==> config.mk <==
export PLATFORM = sky130hd
export DESIGN_NAME = mux4_round_robin_arbiter
export DESIGN_NICKNAME = d
export VERILOG_FILES = /design/src/rtl/mux4_arb_pkg.sv /design/src/rtl/mux4_round_robin_arbiter_rr_pick.sv /design/src/rtl/mux4_round_robin_arbiter.sv
export SDC_FILE = /design/constraint.sdc
export NUM_CORES = 1
export LEC_CHECK = 0
export ABC_AREA = 0
export CAP_MARGIN = 20
export CORE_UTILIZATION = 40
export CTS_CLUSTER_DIAMETER = 50
export CTS_CLUSTER_SIZE = 30
export DETAILED_ROUTE_END_ITERATION = 6
export PLACE_DENSITY = 0.73
export SLEW_MARGIN = 0
export SYNTH_ARGS = -nofsm -noshare
export SYNTH_HDL_FRONTEND = slang
export SYNTH_HIERARCHICAL = 1
export SYNTH_SLANG_ARGS = --single-unit
export TNS_END_PERCENT = 5
==> constraint.sdc <==
create_clock -name clk -period 1.4 [get_ports clk]
set_input_delay 0.28 -clock clk [delete_from_list [all_inputs] [get_ports clk]]
set_output_delay 0.28 -clock clk [all_outputs]
set_load 0.005 [all_outputs]
==> src/rtl/mux4_arb_pkg.sv <==
// mux4_arb_pkg
//   Shared constants and types for the Mux4 round-robin arbiter slice.
//   NUM_REQ  : number of requesters / mux channels
//   IDX_W    : width of a requester index
//   arb_state_e : FSM encoding (IDLE / BUSY / GAP)
//   onehot() : index -> one-hot select vector for the Mux4 selector
package mux4_arb_pkg;

    localparam int NUM_REQ = 4;
    localparam int IDX_W   = 2;

    typedef enum logic [1:0] {
        ST_IDLE = 2'd0,
        ST_BUSY = 2'd1,
        ST_GAP  = 2'd2
    } arb_state_e;

    function automatic logic [NUM_REQ-1:0] onehot(input logic [IDX_W-1:0] idx);
        logic [NUM_REQ-1:0] base;
        base = {{(NUM_REQ-1){1'b0}}, 1'b1};
        return base << idx;
    endfunction

endpackage

==> src/rtl/mux4_round_robin_arbiter_rr_pick.sv <==
// rr_pick
//   Purely combinational round-robin select. Searches req starting at ptr
//   and wrapping upward; the first set bit wins.
//   req [3:0] : request vector
//   ptr [1:0] : search start index
//   any       : at least one request is set
//   win [1:0] : winning index (meaningless when any is 0)
module rr_pick
    import mux4_arb_pkg::*;
(
    input  logic [NUM_REQ-1:0] req,
    input  logic [IDX_W-1:0]   ptr,
    output logic               any,
    output logic [IDX_W-1:0]   win
);

    // Walk the offsets from farthest to nearest so the nearest set bit
    // (lowest offset from ptr) is the last assignment and therefore wins.
    always_comb begin
        any = |req;
        win = ptr;
        for (int k = NUM_REQ-1; k >= 0; k--) begin
            if (req[ptr + IDX_W'(k)]) begin
                win = ptr + IDX_W'(k);
            end
        end
    end

endmodule

==> src/rtl/mux4_round_robin_arbiter.sv <==
// mux4_round_robin_arbiter
//   Round-robin arbiter driving the one-hot selector of a shared 4-channel
//   mux. A one-cycle all-zero GAP separates consecutive owners so the mux
//   output never carries two channels at once.
//
//   Parameters
//     MAX_HOLD  : max consecutive BUSY cycles before preemption (1..2^CNT_WIDTH)
//     CNT_WIDTH : hold counter width
//   Ports
//     clk      : clock, rising edge
//     rst_n    : asynchronous active-low reset
//     req[3:0] : request vector, held by a requester while it needs the bus
//     grant[3:0]: registered one-hot grant (or zero), to Mux4 selector
//     owner[1:0]: current owner index, valid while busy
//     busy     : grant active (state BUSY)
//     preempt  : one-cycle pulse, aligned with the first GAP cycle, when the
//                owner was revoked by timeout
//
//   Configuration
//     MUX4_ARB_TIMEOUT_EN : when defined, an owner that has held the bus for
//                           MAX_HOLD cycles while someone else waits is
//                           preempted. When undefined, the owner keeps the bus
//                           until it drops req and preempt is constant 0.
module mux4_round_robin_arbiter
    import mux4_arb_pkg::*;
#(
    parameter int MAX_HOLD  = 15,
    parameter int CNT_WIDTH = 4
) (
    input  logic               clk,
    input  logic               rst_n,
    input  logic [NUM_REQ-1:0] req,
    output logic [NUM_REQ-1:0] grant,
    output logic [IDX_W-1:0]   owner,
    output logic               busy,
    output logic               preempt
);

    if (MAX_HOLD < 1 || MAX_HOLD > (1 << CNT_WIDTH)) begin : g_bad_max_hold
        $error("mux4_round_robin_arbiter: MAX_HOLD outside 1..2^CNT_WIDTH");
    end

    arb_state_e           state_q, state_d;
    logic [IDX_W-1:0]     ptr_q, ptr_d;
    logic [NUM_REQ-1:0]   grant_d;
    logic [IDX_W-1:0]     owner_d;
    logic                 busy_d;
    logic                 preempt_d;

    logic                 pick_any;
    logic [IDX_W-1:0]     pick_win;

    logic                 release_w;
    logic                 timeout_w;

    // One picker serves both the IDLE and GAP arbitration paths.
    rr_pick u_pick (
        .req (req),
        .ptr (ptr_q),
        .any (pick_any),
        .win (pick_win)
    );

    assign release_w = (state_q == ST_BUSY) && !req[owner];

`ifdef MUX4_ARB_TIMEOUT_EN
    localparam logic [CNT_WIDTH-1:0] HOLD_LAST = CNT_WIDTH'(MAX_HOLD - 1);

    logic [CNT_WIDTH-1:0] hold_cnt_q;

    // Cleared whenever not BUSY, so it starts at 0 on the first BUSY cycle.
    // Saturates so a lone long-running owner never wraps back into range.
    always_ff @(posedge clk or negedge rst_n) begin
        if (!rst_n) begin
            hold_cnt_q <= '0;
        end else if (state_q != ST_BUSY) begin
            hold_cnt_q <= '0;
        end else if (hold_cnt_q != {CNT_WIDTH{1'b1}}) begin
            hold_cnt_q <= hold_cnt_q + 1'b1;
        end
    end

    // Requiring req[owner] makes a coincident release win over timeout.
    assign timeout_w = (state_q == ST_BUSY) && req[owner]
                     && (hold_cnt_q == HOLD_LAST)
                     && |(req & ~onehot(owner));
`else
    assign timeout_w = 1'b0;
`endif

    // State register and registered outputs
    always_ff @(posedge clk or negedge rst_n) begin
        if (!rst_n) begin
            state_q <= ST_IDLE;
            ptr_q   <= '0;
            grant   <= '0;
            owner   <= '0;
            busy    <= 1'b0;
            preempt <= 1'b0;
        end else begin
            state_q <= state_d;
            ptr_q   <= ptr_d;
            grant   <= grant_d;
            owner   <= owner_d;
            busy    <= busy_d;
            preempt <= preempt_d;
        end
    end

    // Next-state logic
    always_comb begin
        state_d = state_q;
        case (state_q)
            ST_IDLE,
            ST_GAP:  state_d = pick_any ? ST_BUSY : ST_IDLE;
            ST_BUSY: if (release_w || timeout_w) state_d = ST_GAP;
            default: state_d = ST_IDLE;
        endcase
    end

    // Output logic: next values of the registered outputs and pointer
    always_comb begin
        grant_d   = '0;
        owner_d   = owner;
        busy_d    = 1'b0;
        preempt_d = 1'b0;
        ptr_d     = ptr_q;
        case (state_q)
            ST_IDLE,
            ST_GAP: begin
                if (pick_any) begin
                    grant_d = onehot(pick_win);
                    owner_d = pick_win;
                    busy_d  = 1'b1;
                end
            end
            ST_BUSY: begin
                if (release_w || timeout_w) begin
                    // Next search starts just past the leaving owner, so it
                    // only wins again if nobody else is waiting.
                    ptr_d     = owner + 1'b1;
                    preempt_d = timeout_w;
                end else begin
                    grant_d = grant;
                    busy_d  = 1'b1;
                end
            end
            default: ;
        endcase
    end

endmodule

# Word level (Yosys, flattened, before mapping)
# Index checks and enable logic that the tools add are counted.
# word_totals
regBits	11
latch_bits	0
ram_bits	0
rom_bits	0
output_inout_bits	8
wordCells	48
mem_count	0
# op_classes
addsub	4
n_mul	0
div	0
order_cmp	5
eq_ne	3
shifts	1
mux	23
bitwise	0
n_reduce_logical	7
# ops
operator	count
< comparator 2 x 3 -> 1 bit (second input constant)	5
binary-select mux 1 bit (select 2 bit)	5
2-to-1 mux 2 bit	5
2-to-1 mux 1 bit	8
2-to-1 mux 4 bit	2
case mux 4 bit (2 select lines)	1
adder 2 x 1 -> 2 bit (second input constant)	2
adder 2 bit (second input constant)	2
case mux 2 bit (2 select lines)	1
AND reduction 2 bit	2
OR reduction 4 bit	1
left shift 1 x 2 -> 4 bit (first input constant)	1
== test 2 x 1 -> 1 bit (second input constant)	1
== test 2 bit (second input constant)	1
logical NOT 2 bit	1
inequality test 2 bit (second input constant)	1
case mux 1 bit (2 select lines)	1
OR reduction 2 bit	1
logical AND 1 bit	1
logical NOT 1 bit	1

# Logic depth before layout (Yosys ltp)
# Gate-level depths: netlist of run 1.
# depth
word_depth	10
depth_mapped	5
mapped_depth_nobuf	5

# Cells and area by module
# Netlist of run 1, hierarchy kept.
# modules_own_cells
module	n_inst	cells_per_inst	area_each_um2	seq_area_each_um2
mux4_round_robin_arbiter	1	46	523.0	275.3
rr_pick	1	16	100.1	0.0

# Worst setup path after synthesis of run 1
# Ideal clock, no wire load.
# synth_timing
kind	reg2reg
from	reg ptr_q[0]
to	reg grant[0]
t_arrival_ps	1417
required_ps	1281
setup_slack_ps	-136
path_stages_with_launch	6
period_less_slack_ps	1536
path_cell_list	dfrtp_1 > and2b_2 > or4_1 > nand2_1 > nor3_1 > a21o_2
# synth_between
elab_chain_len	10
elab_cells_between_ends	18
classes_between	add/sub: 3; shift: 1; mux: 14
# synth_rtl
item	line_no	rtl
from (decl)	mux4_round_robin_arbiter.sv:44	logic [IDX_W-1:0] ptr_q, ptr_d;
from (signal assigned)	mux4_round_robin_arbiter.sv:102	ptr_q <= ptr_d;
adder 2 bit	mux4_round_robin_arbiter_rr_pick.sv:23, mux4_round_robin_arbiter_rr_pick.sv:24	
binary-select mux 1 bit (select 2 bit)	mux4_round_robin_arbiter_rr_pick.sv:23	if (req[ptr + IDX_W'(k)]) begin
2-to-1 mux 1 bit (not written as such)	mux4_round_robin_arbiter_rr_pick.sv:23	
2-to-1 mux 2 bit (3 in a row)	mux4_round_robin_arbiter_rr_pick.sv:23	
2-to-1 mux 2 bit (*)	mux4_round_robin_arbiter_rr_pick.sv:23	
via pick_win[1]	mux4_round_robin_arbiter.sv:51	logic [IDX_W-1:0] pick_win;
left shift 1 x 2 -> 4 bit (*)	mux4_arb_pkg.sv:21	return base << idx;
2-to-1 mux 4 bit (*)	mux4_round_robin_arbiter.sv:131	if (pick_any) begin
case mux 4 bit (2 select lines) (*)	mux4_round_robin_arbiter.sv:128	case (state_q)
to (signal assigned)	mux4_round_robin_arbiter.sv:103	grant <= grant_d;
to (decl)	mux4_round_robin_arbiter.sv:33	output logic [NUM_REQ-1:0] grant,
# The timed path passes the listed nets; every way through them passes the cells marked *. The select of a mux whose other input is x is not followed.
# A chain may end at the register's enable or synchronous reset.

# Final worst setup path of run 1
# Same ends and word-level chain as after synthesis.

==> results of run 1 <==
[worst max-delay path: stages (launching register included)]
cell     delay (ps)
dfrtp_1         340
and2b_2         210
or4_4           520
nand2_4         100
nor3_2           40
a21o_2          180
[repair_timing]
action,in CTS,in global routing
buffers inserted,3,0
pin swaps,1,5
endpoints found under the setup margin,14,9
resized for setup,11,8
[metrics by stage]
stage	total power [mW]	setup TNS, ps
after floorplan	1.08	-161
after global placement	1.50	-3870
after detailed placement	1.52	-4150
after CTS	1.75	-482
after global routing	1.95	-742
final	1.81	-383
[worst paths after layout]
check	from	end	slack, ps	depth (start not counted)
min reg2reg	grant[3]	grant[3]	490	1
max	ptr_q[0]	grant[0]	-90	5
max in group asynchronous	rst_n	owner[1]	710	1
min in group clk	grant[3]	grant[3]	490	1
max reg2reg	ptr_q[0]	grant[0]	-90	5
min	rst_n	grant[2]	350	1
[flip-flops by register name (all words and copies together) (netlist names)]
name and count:
state_q 2, grant 4, ptr_q 2, busy 1, owner 2
[cells by family after synthesis]
family | share of synthesized area
AOI/OAI and AO/OA | 0.165
other | 0.00602
muxes | 0.0843
and+or+nand+nor | 0.273
DFF | 0.442
buffers and inverters | 0.0301
[synthesized netlist by cell type]
cell	instances	share of area
a211oi_1	1	0.012
a21o_2	1	0.014
a21oi_1	2	0.016
a22o_1	1	0.014
a2bb2oi_1	1	0.014
a32o_1	1	0.016
and2_4	1	0.014
and2b_1	1	0.012
and2b_2	4	0.056
and3b_1	1	0.014
buf_4	1	0.012
clkbuf_1	1	0.0060
conb_1	1	0.0060
dfrtp_1	11	0.44
inv_1	2	0.012
mux2i_1	3	0.048
mux4_2	1	0.036
nand2_1	7	0.042
nand2b_1	1	0.010
nand4b_1	1	0.014
nor2_1	4	0.024
nor2b_1	1	0.010
nor3_1	2	0.016
o21ai_0	4	0.032
o221a_2	1	0.018
o2bb2ai_1	2	0.028
or2_1	2	0.020
or2b_1	1	0.012
or4_1	1	0.012
or4b_1	1	0.016
[power by group through the flow]
stage / sequential, mW / clock (mW) / combinational (mW)
global placement: 0.578 / 0 / 0.925
finish: 0.556 / 0.216 / 1.03
detailed placement: 0.579 / 0 / 0.941
floorplan: 0.586 / 0 / 0.497
CTS: 0.552 / 0.227 / 0.969
global route: 0.575 / 0.249 / 1.13
[layout make-up]
cell class,instances,area [um2],area share
repair buffers,23,198,0.224
well taps,15,18.8,0.0213
clock buffers,4,26.3,0.0298
flip-flops and latches,11,275,0.312
inverters,2,7.51,0.00852
multi-input cells,47,355,0.403
[routing by layer]
layer	global-route usage	vias up	part of all wire
met3	0.0522	2	0.033
li1	-	273	-
met1	0.281	267	0.47
met2	0.263	12	0.48
met4	0.0387	0	0.0062
met5	0	-	0
[cell usage in the layout, fill, tap and decap left out, types with 2 or more instances in the layout]
| cell | count |
|---|---|
| dlygate4sd2_1 | 10 |
| clkbuf_4 | 3 |
| or2_1 | 2 |
| o21ai_0 | 2 |
| dfrtp_1 | 11 |
| clkdlybuf4s50_1 | 2 |
| nand2_1 | 6 |
| o21ai_1 | 2 |
| nor2_1 | 4 |
| buf_4 | 9 |
| and2b_2 | 4 |
| a21oi_1 | 2 |
| inv_1 | 2 |
| buf_6 | 2 |
| mux2i_1 | 2 |
==> metrics.cfg, run 1 <==
[critical_path]
critPathLaunchType=register
end_kind=register
critPathRequiredTime_ps=1560
cp_max_fo=2
arrival_ps=1650
path_class=reg2reg

[floorplan]
die_h_um=41.5
dieArea_mm2=0.00172
core_area_mm2=0.00137
rows=13
die_w_um=41.5
io_pins=14
start_util=0.456

[finish]
syn2layout_area_growth_pct=41.4
fin_util=0.645
nets=94
final_cells=102
fillCellCount=120
diodes=0
design_area_um2=881
layout-drive-gt1-share=0.310

[global_routing]
grt-ovfl-total=0
grt_max_degree=12
gr-usage-all-layers=0.185
grt_pass1_vias=515
antenna_found_initial=0
grt_pass1_wl_um=2430

[power_and_ir_drop]
sequentialPowerShare=0.308
pwr-share-comb=0.572
vdd_drop_max_uv=1200
power_leakage_nw=0.435
p_sw_mw=0.655
switching_share=0.363
powerDensity_mw_per_mm2=2050
internal-power_mw=1.15
pwr-share-clk=0.120

[timing]
worst_pin_slew_ps=508
finalCritPeriodShare=1.06
fin_skew_ps=4.55
post-route-min-period_ps=1490
hold_violations=0
slew_violations=0
hold_slack_ps=348
max_slew_margin=0.660
rsz0062_at_grt=yes
max_freq_ghz=0.671
setup_violations=7
worst_slack_ps=-90.2

[route]
vias=554
drcViolationCount=0
wl_um=1450
ant_nets=0
via_per_inst=5.43
wire_per_inst_um=14.2
drt_iter0_drc=14
firstDrtPassIters=4

[run_status]
violations=negative setup slack
status=complete, but fails checks

[run]
cap_violations=0

[clock_network]
cts_htree_levels=1
cts.sinks=11
cts_buffers=3
root_buffer=clkbuf_4
cts_buffer_depth=2
clk_pin_slew_ps=70
cts_tree=yes
insertion_delay_ps=270
hold_buffers=0

[synth]
syn_area_per_cell_um2=10.0
ys_types=30
syn-cell-area_um2=623
synthCells=62
synth_nets=68
synth_warnings=6
ys_seq_area_frac=0.442
synth-seq-cells=11

[placement]
post-place-ws_ps=-484
place.gp.congestion=0.869
hpwl_um=1060
place_area_um2=813
port-buffer-count=12
dp.cells=95

[min_path]
hold_path_class=in2async

Note: power is estimated with default switching activity, not from simulation.
==> run 2, diff against run 1 <==
ABC_AREA = unset   (was 0)
CORE_UTILIZATION = 42   (was 40)
PLACE_DENSITY = 0.76   (was 0.73)
clock period = 1.3 ns   (was 1.4 ns; I/O delays follow)
==> run 2 against run 1 <==
  * Utilization is 0.071 points higher
  * Highest routed layer unchanged
  * Cell count stayed put
  * Clock power is 10% higher
  * First-iteration DRC count stayed put
  * Cell area is 2.3% lower
  * Via count is 1.1% higher
  * Setup slack worse by 91 ps
  * The flow still finishes with violations (negative setup slack)
  * Non-clock buffer count stayed put
==> metrics.cfg, run 2 (synthesized netlist as in run 1, its figures left out) <==
[run_status]
status=complete, but fails checks  ; unchanged
violations=negative setup slack  ; unchanged

[floorplan]
core_area_mm2=0.00133  ; was 0.00137 mm2
start_util=0.467  ; was 0.456
dieArea_mm2=0.00164  ; was 0.00172 mm2
io_pins=14  ; unchanged
die_w_um=40.5  ; was 41.5 um
rows=13  ; unchanged
die_h_um=40.5  ; was 41.5 um

[finish]
fillCellCount=120  ; unchanged
largest_reg_flops=4  ; unchanged
diodes=0  ; unchanged
syn2layout_area_growth_pct=38.2  ; was 41.4%
top_register=grant  ; unchanged
nets=94  ; unchanged
mostFrequentLayoutCells=11 x dlygate4sd2_1, 10 x dfrtp_1, 9 x buf_4  ; was 11 x dfrtp_1, 10 x dlygate4sd2_1, 9 x buf_4
mostFrequentLayoutCell=dlygate4sd2_1  ; was dfrtp_1
design_area_um2=861  ; was 881 um2
fin_util=0.645  ; about the same
final_cells=102  ; unchanged
layout-drive-gt1-share=0.287  ; was 0.310
register_area_um2=277  ; was 275 um2
multi_input_area_um2=335  ; was 355 um2

[timing]
rsz0062_at_grt=yes  ; unchanged
post-route-min-period_ps=1480  ; was 1490 ps
max_freq_ghz=0.675  ; was 0.671 GHz
finalCritPeriodShare=1.14  ; was 1.06
hold_violations=0  ; unchanged
hold_slack_ps=279  ; was 348 ps
setup_violations=8  ; was 7
worst_slack_ps=-181  ; was -90.2 ps
fin_skew_ps=5.92  ; was 4.55 ps
slew_violations=0  ; unchanged

[critical_path]
crit_path_top_delay_cell=or4_4  ; unchanged
end_kind=register  ; unchanged
arrival_ps=1650  ; about the same
crit_buf_inv=0  ; unchanged
critPathRequiredTime_ps=1460  ; was 1560 ps
slowest_delay_ps=520  ; about the same
path_depth=5  ; unchanged
path_class=reg2reg  ; unchanged
crit_chain=and2b_2 -> or4_4 -> nand2_2 -> nor3_1 -> a21o_2  ; was and2b_2 -> or4_4 -> nand2_4 -> nor3_2 -> a21o_2
crit_family=simple AND/OR/NAND/NOR gates  ; unchanged
critPathLaunchType=register  ; unchanged
reg2regPathDepth=5  ; unchanged
cp_max_fo=2  ; unchanged

[global_routing]
grt-ovfl-total=0  ; unchanged
grt_max_degree=12  ; unchanged
grt_pass1_wl_um=2290  ; was 2430 um
gr-usage-all-layers=0.217  ; was 0.185
antenna_found_initial=0  ; unchanged
grt_pass1_vias=535  ; was 515

[clock_network]
root_buffer=clkbuf_4  ; unchanged
cts_buffer_depth=2  ; unchanged
cts.sinks=11  ; unchanged
cts_htree_levels=1  ; unchanged
clk_pin_slew_ps=80  ; was 70 ps
insertion_delay_ps=270  ; about the same
cts_tree=yes  ; unchanged
hold_buffers=0  ; unchanged
cts_buffers=3  ; unchanged

[placement]
post-place-ws_ps=-580  ; was -484 ps
dp.cells=97  ; was 95
place.gp.congestion=0.843  ; was 0.869
port-buffer-count=12  ; unchanged
place_area_um2=828  ; was 813 um2
hpwl_um=1050  ; was 1060 um

[route]
wl_um=1430  ; was 1450 um
vias=560  ; was 554
ant_nets=0  ; unchanged
firstDrtPassIters=4  ; unchanged
drt_iter0_drc=14  ; unchanged
drcViolationCount=0  ; unchanged
wire_per_inst_um=14.0  ; was 14.2 um
via_per_inst=5.49  ; was 5.43

[power_and_ir_drop]
vdd_drop_max_uv=1030  ; was 1200 uV
powerDensity_mw_per_mm2=2160  ; was 2050 mW/mm2
pwr-share-comb=0.538  ; was 0.572
internal-power_mw=1.18  ; was 1.15 mW
switching_share=0.362  ; was 0.363
power_leakage_nw=0.431  ; was 0.435 nW
pwr-share-clk=0.128  ; was 0.120
p_sw_mw=0.671  ; was 0.655 mW
sequentialPowerShare=0.334  ; was 0.308

[run]
cap_violations=0  ; unchanged

[min_path]
hold_path_class=in2async  ; unchanged

-- run 2: power by group through the flow --
stage                     logic [mW]  clock network, mW  registers, mW
after detailed placement        1.01                  0          0.631
after global placement         0.990                  0          0.622
after CTS                      0.997              0.242          0.619
final                          0.998              0.238          0.620
after floorplan                0.535                  0          0.631
after global routing            1.09              0.257          0.637
-- run 2: worst reg2reg max path: cells and delay by family (launching register included) --
kind	cells	cell delay (ps)
DFF	1	340
and+or+nand+nor	4	870
AOI/OAI and AO/OA	1	180
-- run 2: final cells by class --
type	instances	area share
clock buffers	4	0.0305
well taps	15	0.0218
flip-flops and latches	11	0.321
multi-input cells	47	0.390
inverters	2	0.00872
repair buffers	23	0.228
-- run 2: through the flow --
step / total power, mW / setup TNS (ps)
after floorplan: 1.17 / -773
after global placement: 1.61 / -4880
after detailed placement: 1.64 / -5190
after CTS: 1.86 / -1140
after global routing: 1.99 / -1520
final: 1.86 / -1120
-- run 2: per-layer routing --
layer	routed length, um	vias to the layer above	track usage
met4	25	0	0.117
met1	677	265	0.266
met5	0	-	0
met3	68	4	0.0389
met2	658	21	0.357
li1	-	270	-
-- run 2: worst paths after layout --
path | startpoint | end | slack, ps
max | ptr_q[0] | grant[0] | -180
max in group asynchronous | rst_n | owner[1] | 850
min in group clk | grant[1] | grant[1] | 490
max reg2reg | ptr_q[0] | grant[0] | -180
min reg2reg | grant[1] | grant[1] | 490
min | rst_n | state_q[1] | 280
-- run 2: timing repair --
item | CTS | global route
gates resized for setup | 15 | 0
pin swaps | 2 | 0
buffers inserted | 1 | 0
endpoints found under the setup margin | 17 | 9
